--- src/rtl/intersection_timer.sv ---
// rtl/intersection_timer.sv - sensor debouncer and restartable tick/timeout timer for a traffic light FSM
//
// Purpose:
//   Conditions the raw car sensor (2-flop synchronizer + debounce) and runs
//   the timing the light FSM needs: a prescaler producing a periodic tick,
//   an elapsed-tick counter with short/long timeout decodes, and a sticky
//   "car waiting" flag. The FSM pulses restart on every state change to
//   clear all timing.
//
// Ports:
//   clk      in   clock, all state changes on its rising edge
//   reset_n  in   asynchronous active-low reset
//   SN       in   raw asynchronous car sensor (1 = car present)
//   restart  in   single-cycle pulse from the light FSM; clears timing state
//   S        out  debounced sensor level
//   W        out  sticky car-waiting flag, set by S since the last restart
//   T        out  short timeout (SHORT_TICKS ticks) reached since last restart
//   L        out  long timeout (LONG_TICKS ticks) reached since last restart
//   tick     out  one-cycle pulse on every prescaler wrap

module intersection_timer #(
    parameter int DIV         = 50000000,
    parameter int SHORT_TICKS = 3,
    parameter int LONG_TICKS  = 10,
    parameter int DEB_CYCLES  = 1000
) (
    input  logic clk,
    input  logic reset_n,
    input  logic SN,
    input  logic restart,
    output logic S,
    output logic W,
    output logic T,
    output logic L,
    output logic tick
);

    localparam int PW = (DIV > 1) ? $clog2(DIV) : 1;
    localparam int EW = $clog2(LONG_TICKS + 1);
    localparam int DW = (DEB_CYCLES > 1) ? $clog2(DEB_CYCLES + 1) : 1;

    localparam logic [PW-1:0] PRE_LAST  = PW'(DIV - 1);
    localparam logic [EW-1:0] E_SHORT   = EW'(SHORT_TICKS);
    localparam logic [EW-1:0] E_LONG    = EW'(LONG_TICKS);
    localparam logic [DW-1:0] DEB_LAST  = DW'(DEB_CYCLES - 1);

    logic          sync1_q;
    logic          sync2_q;
    logic [DW-1:0] deb_cnt_q;
    logic          s_q;
    logic          w_q;
    logic [PW-1:0] pre_q;
    logic [EW-1:0] elapsed_q;

    // ------------------------------------------------------------------
    // Synchronizer and debouncer (independent of restart)
    // ------------------------------------------------------------------
    always_ff @(posedge clk or negedge reset_n) begin
        if (!reset_n) begin
            sync1_q <= 1'b0;
            sync2_q <= 1'b0;
        end else begin
            sync1_q <= SN;
            sync2_q <= sync1_q;
        end
    end

    // The count tracks how many consecutive edges the synchronized level
    // has disagreed with S. The edge that would make it DEB_CYCLES is the
    // edge that accepts the new level, so the count never holds that value.
    always_ff @(posedge clk or negedge reset_n) begin
        if (!reset_n) begin
            deb_cnt_q <= '0;
            s_q       <= 1'b0;
        end else if (sync2_q == s_q) begin
            deb_cnt_q <= '0;
        end else if (deb_cnt_q == DEB_LAST) begin
            deb_cnt_q <= '0;
            s_q       <= sync2_q;
        end else begin
            deb_cnt_q <= deb_cnt_q + 1'b1;
        end
    end

    // ------------------------------------------------------------------
    // Prescaler, elapsed-tick counter and sticky waiting flag
    // ------------------------------------------------------------------
    // restart masks tick so a coincident restart never advances elapsed.
    assign tick = (pre_q == PRE_LAST) && !restart;

    always_ff @(posedge clk or negedge reset_n) begin
        if (!reset_n) begin
            pre_q <= '0;
        end else if (restart || (pre_q == PRE_LAST)) begin
            pre_q <= '0;
        end else begin
            pre_q <= pre_q + 1'b1;
        end
    end

    // Saturates at LONG_TICKS so L stays asserted however long we wait.
    always_ff @(posedge clk or negedge reset_n) begin
        if (!reset_n) begin
            elapsed_q <= '0;
        end else if (restart) begin
            elapsed_q <= '0;
        end else if (tick && (elapsed_q < E_LONG)) begin
            elapsed_q <= elapsed_q + 1'b1;
        end
    end

    // restart wins over a simultaneous S so the flag only reflects cars
    // seen after the light changed.
    always_ff @(posedge clk or negedge reset_n) begin
        if (!reset_n) begin
            w_q <= 1'b0;
        end else if (restart) begin
            w_q <= 1'b0;
        end else if (s_q) begin
            w_q <= 1'b1;
        end
    end

    assign S = s_q;
    assign W = w_q;
    assign T = (elapsed_q >= E_SHORT);
    assign L = (elapsed_q >= E_LONG);

endmodule

--- config.mk ---
export PLATFORM = sky130hd
export DESIGN_NAME = intersection_timer
export DESIGN_NICKNAME = d
export VERILOG_FILES = /design/src/rtl/intersection_timer.sv
export SDC_FILE = /design/constraint.sdc
export NUM_CORES = 1
export LEC_CHECK = 0
export BUFFER_PORTS_ARGS = -buffer_cell sky130_fd_sc_hd__buf_4
export CAP_MARGIN = 5
export CORE_MARGIN = 3
export CORE_UTILIZATION = 50
export DETAILED_ROUTE_END_ITERATION = 10
export MAX_ROUTING_LAYER = met4
export PLACE_DENSITY = 0.75
export SLEW_MARGIN = 10
export SYNTH_ARGS = -nofsm -noshare
export SYNTH_HDL_FRONTEND = slang
export SYNTH_SLANG_ARGS = --single-unit
--- constraint.sdc ---
create_clock -name clk -period 4.33 [get_ports clk]
set_input_delay 0 -clock clk [delete_from_list [all_inputs] [get_ports clk]]
set_output_delay 0 -clock clk [all_outputs]
set_load 0.02 [all_outputs]
==> flow_summary.json <==
{
  "status": "finished clean",
  "fin_nets": 246,
  "yosysTopAreaCell": "dfrtp_1",
  "critPathKind": "register to register",
  "postCtsSetupBuffers": 0,
  "grt.total_usage_pct": 17.6,
  "cts_buffers": 5,
  "cp-end-kind": "register",
  "ant_nets": 0,
  "crit_fanout": 24,
  "tritoncts": "built",
  "finalSetupViolCount": 0,
  "antenna-diode-count": 0,
  "postSynthAreaPerCell_um2": 9.73,
  "fp.dieW_um": 72.3,
  "synth-seq-cells": 44,
  "leakage_uw": 0.00101,
  "rsz0062_at_grt": "false",
  "worst-r2r-setup-slack_ns": 1.83,
  "hold_class": "primary input to async pin",
  "place_ws_ns": 1.82,
  "whs_ns": 0.226,
  "hold_viol": 0,
  "max_freq_mhz": 401,
  "initial_core_util_pct": 53.4,
  "post_cts_resized": 0,
  "grt_pass1_vias": 1613,
  "rr_endpoint": "pre_q[9]",
  "setup_tns_ns": 0,
  "rows": 23,
  "timing.rr.start": "pre_q[0]",
  "max_slew_margin_pct": 41.2,
  "htree_levels": 2,
  "cp.arrival_ns": 2.64,
  "grt_max_degree": 45,
  "clkTransAtPathRegs_ns": 0.08,
  "required_ns": 4.48,
  "first_iter_violations": 95,
  "synth_warnings": 0,
  "gr-total-overflow": 0,
  "firstDrtPassIters": 4,
  "die_h_um": 72.3,
  "die-area_mm2": 0.00523,
  "postSynth.asyncResetShare_pct": 100,
  "antenna_found_initial": 0,
  "syn_inst": 226,
  "routedWlPerCell_um": 14.2,
  "grt_first_pass_wirelength_um": 7060,
  "insertion_delay_ns": 0.29,
  "seq_area_frac_synth_pct": 50.1,
  "ys_types": 35,
  "synth_nets": 234,
  "area.growth.synth_to_final_pct": 10.5,
  "fin_crit_sh_pct": 57.6,
  "r2r_cells": 5,
  "drive_gt1_share_pct": 10.0,
  "synthTopCellsByCount": "dfrtp_1 (44), nor2_1 (31), xnor2_1 (16), a21oi_1 (14), nand2_1 (13)",
  "powerDensity_mw_per_mm2": 314,
  "setup_ws_ns": 1.83,
  "finalWirelength_um": 4110,
  "synth_area_leaders": "dfrtp_1 (50%), xnor2_1 (6.4%), nor2_1 (5.3%)",
  "drcViolationCount": 0,
  "fillers": 359,
  "peakVddDrop_uv": 171,
  "dp_hpwl_um": 2730,
  "place.gp.congestion": 0.814,
  "cts_buffer_depth": 2,
  "synth_most_common_cell": "dfrtp_1",
  "synth_edf_count": 0,
  "core_mm2": 0.00412,
  "viasPerCell": 5.78,
  "cts_root_buf": "clkbuf_8",
  "synth.top_cell.area_share_pct": 50.1,
  "synth_top_flop_cell": "dfrtp_1",
  "finalClockSkew_ns": 0.00319,
  "pin_count": 9,
  "worst_pin_slew_ns": 0.875,
  "drv_cap": 0,
  "routed-via-count": 1671,
  "fin_crit_ns": 2.50,
  "clock_sinks": 44,
  "startpoint_type": "register",
  "postCtsHoldBufs": 3,
  "synth_area_mm2": 0.00220,
  "slew_violations": 0,
  "io_buffers": 8
}
[metrics by stage]
stage	total power, uW	cells	cell area (um2)	utilization [%]
after floorplan	441	226	2200	-
after global placement	454	278	2290	55.6
after detailed placement	455	278	2290	55.6
after CTS	770	289	2430	59.0
after global routing	794	289	2430	59.0
final	763	289	2430	59.0
[registers in the layout (all words and copies together) (netlist names)]
signal	count
deb_cnt_q	10
elapsed_q	4
pre_q	26
sync2_q	1
sync1_q	1
W	1
S	1
[critical path: stages (launching register included)]
cell and delay [ns]:
dfrtp_1 0.39, ha_1 0.23, nand4_1 0.27, nor4_2 0.60, a21o_1 0.71, nor2_1 0.14
[metal layers]
metal	vias to the layer above	share of wire, %	GRT usage (%)	wire length (um)
met5	-	0	-	0
met2	22	47	26.8	1930
met1	812	48	23.1	1980
met3	11	2.8	3.74	117
met4	0	2.2	7.10	89
li1	826	-	-	-
[cells by family after synthesis]
kind of cell	share of synthesized area, %
adder cells (fa/ha/maj)	2.28
AND/OR/NAND/NOR	26.3
multiplexers	0.512
AO/OA/AOI/OAI	8.71
XOR/XNOR	8.76
buffers and inverters	3.36
flip-flops	50.1
[cells in the final DEF, fill, tap and decap left out, types with 3 or more instances in the layout]
cell | netlist | layout
dfrtp_1 | 44 | 44
nand3_1 | 12 | 12
or3_1 | 7 | 7
buf_4 | 0 | 8
nor2_1 | 31 | 31
o31ai_1 | 4 | 4
or4_1 | 5 | 5
nor3_1 | 8 | 8
o21ai_0 | 6 | 6
clkbuf_8 | 0 | 5
ha_1 | 4 | 4
dlygate4sd3_1 | 0 | 3
nand4_1 | 9 | 9
a31o_2 | 3 | 3
nor4_1 | 5 | 5
a21oi_1 | 14 | 14
xor2_1 | 6 | 6
and3_1 | 6 | 6
nand2_1 | 13 | 13
xnor2_1 | 16 | 16
and4_1 | 3 | 3
inv_1 | 11 | 11
[where the power goes]
part | switching, uW | internal [uW]
combinational | 18.9 | 8.67
clock | 144 | 171
sequential | 4.69 | 416
[worst max-delay path by stage]
| stage | startpoint | endpoint | cells past startpoint |
|---|---|---|---|
| global route | pre_q[0] | pre_q[14] | 5 |
| global placement | pre_q[0] | pre_q[8] | 5 |
| floorplan | pre_q[0] | pre_q[22] | 5 |
| detailed placement | pre_q[0] | pre_q[9] | 5 |
| finish | pre_q[0] | pre_q[9] | 5 |
| CTS | pre_q[0] | pre_q[9] | 5 |
[layout make-up]
cell class / count / area (um2) / share of cell area (%)
clock buffer: 5 / 68.8 / 2.83
clock inverter: 3 / 42.5 / 1.75
inverter: 11 / 41.3 / 1.70
multi-input combinational: 165 / 1020 / 42.1
sequential: 44 / 1100 / 45.3
tap: 50 / 62.6 / 2.57
timing repair buffer: 11 / 90.1 / 3.71
Power figures use the tool's default switching activity.
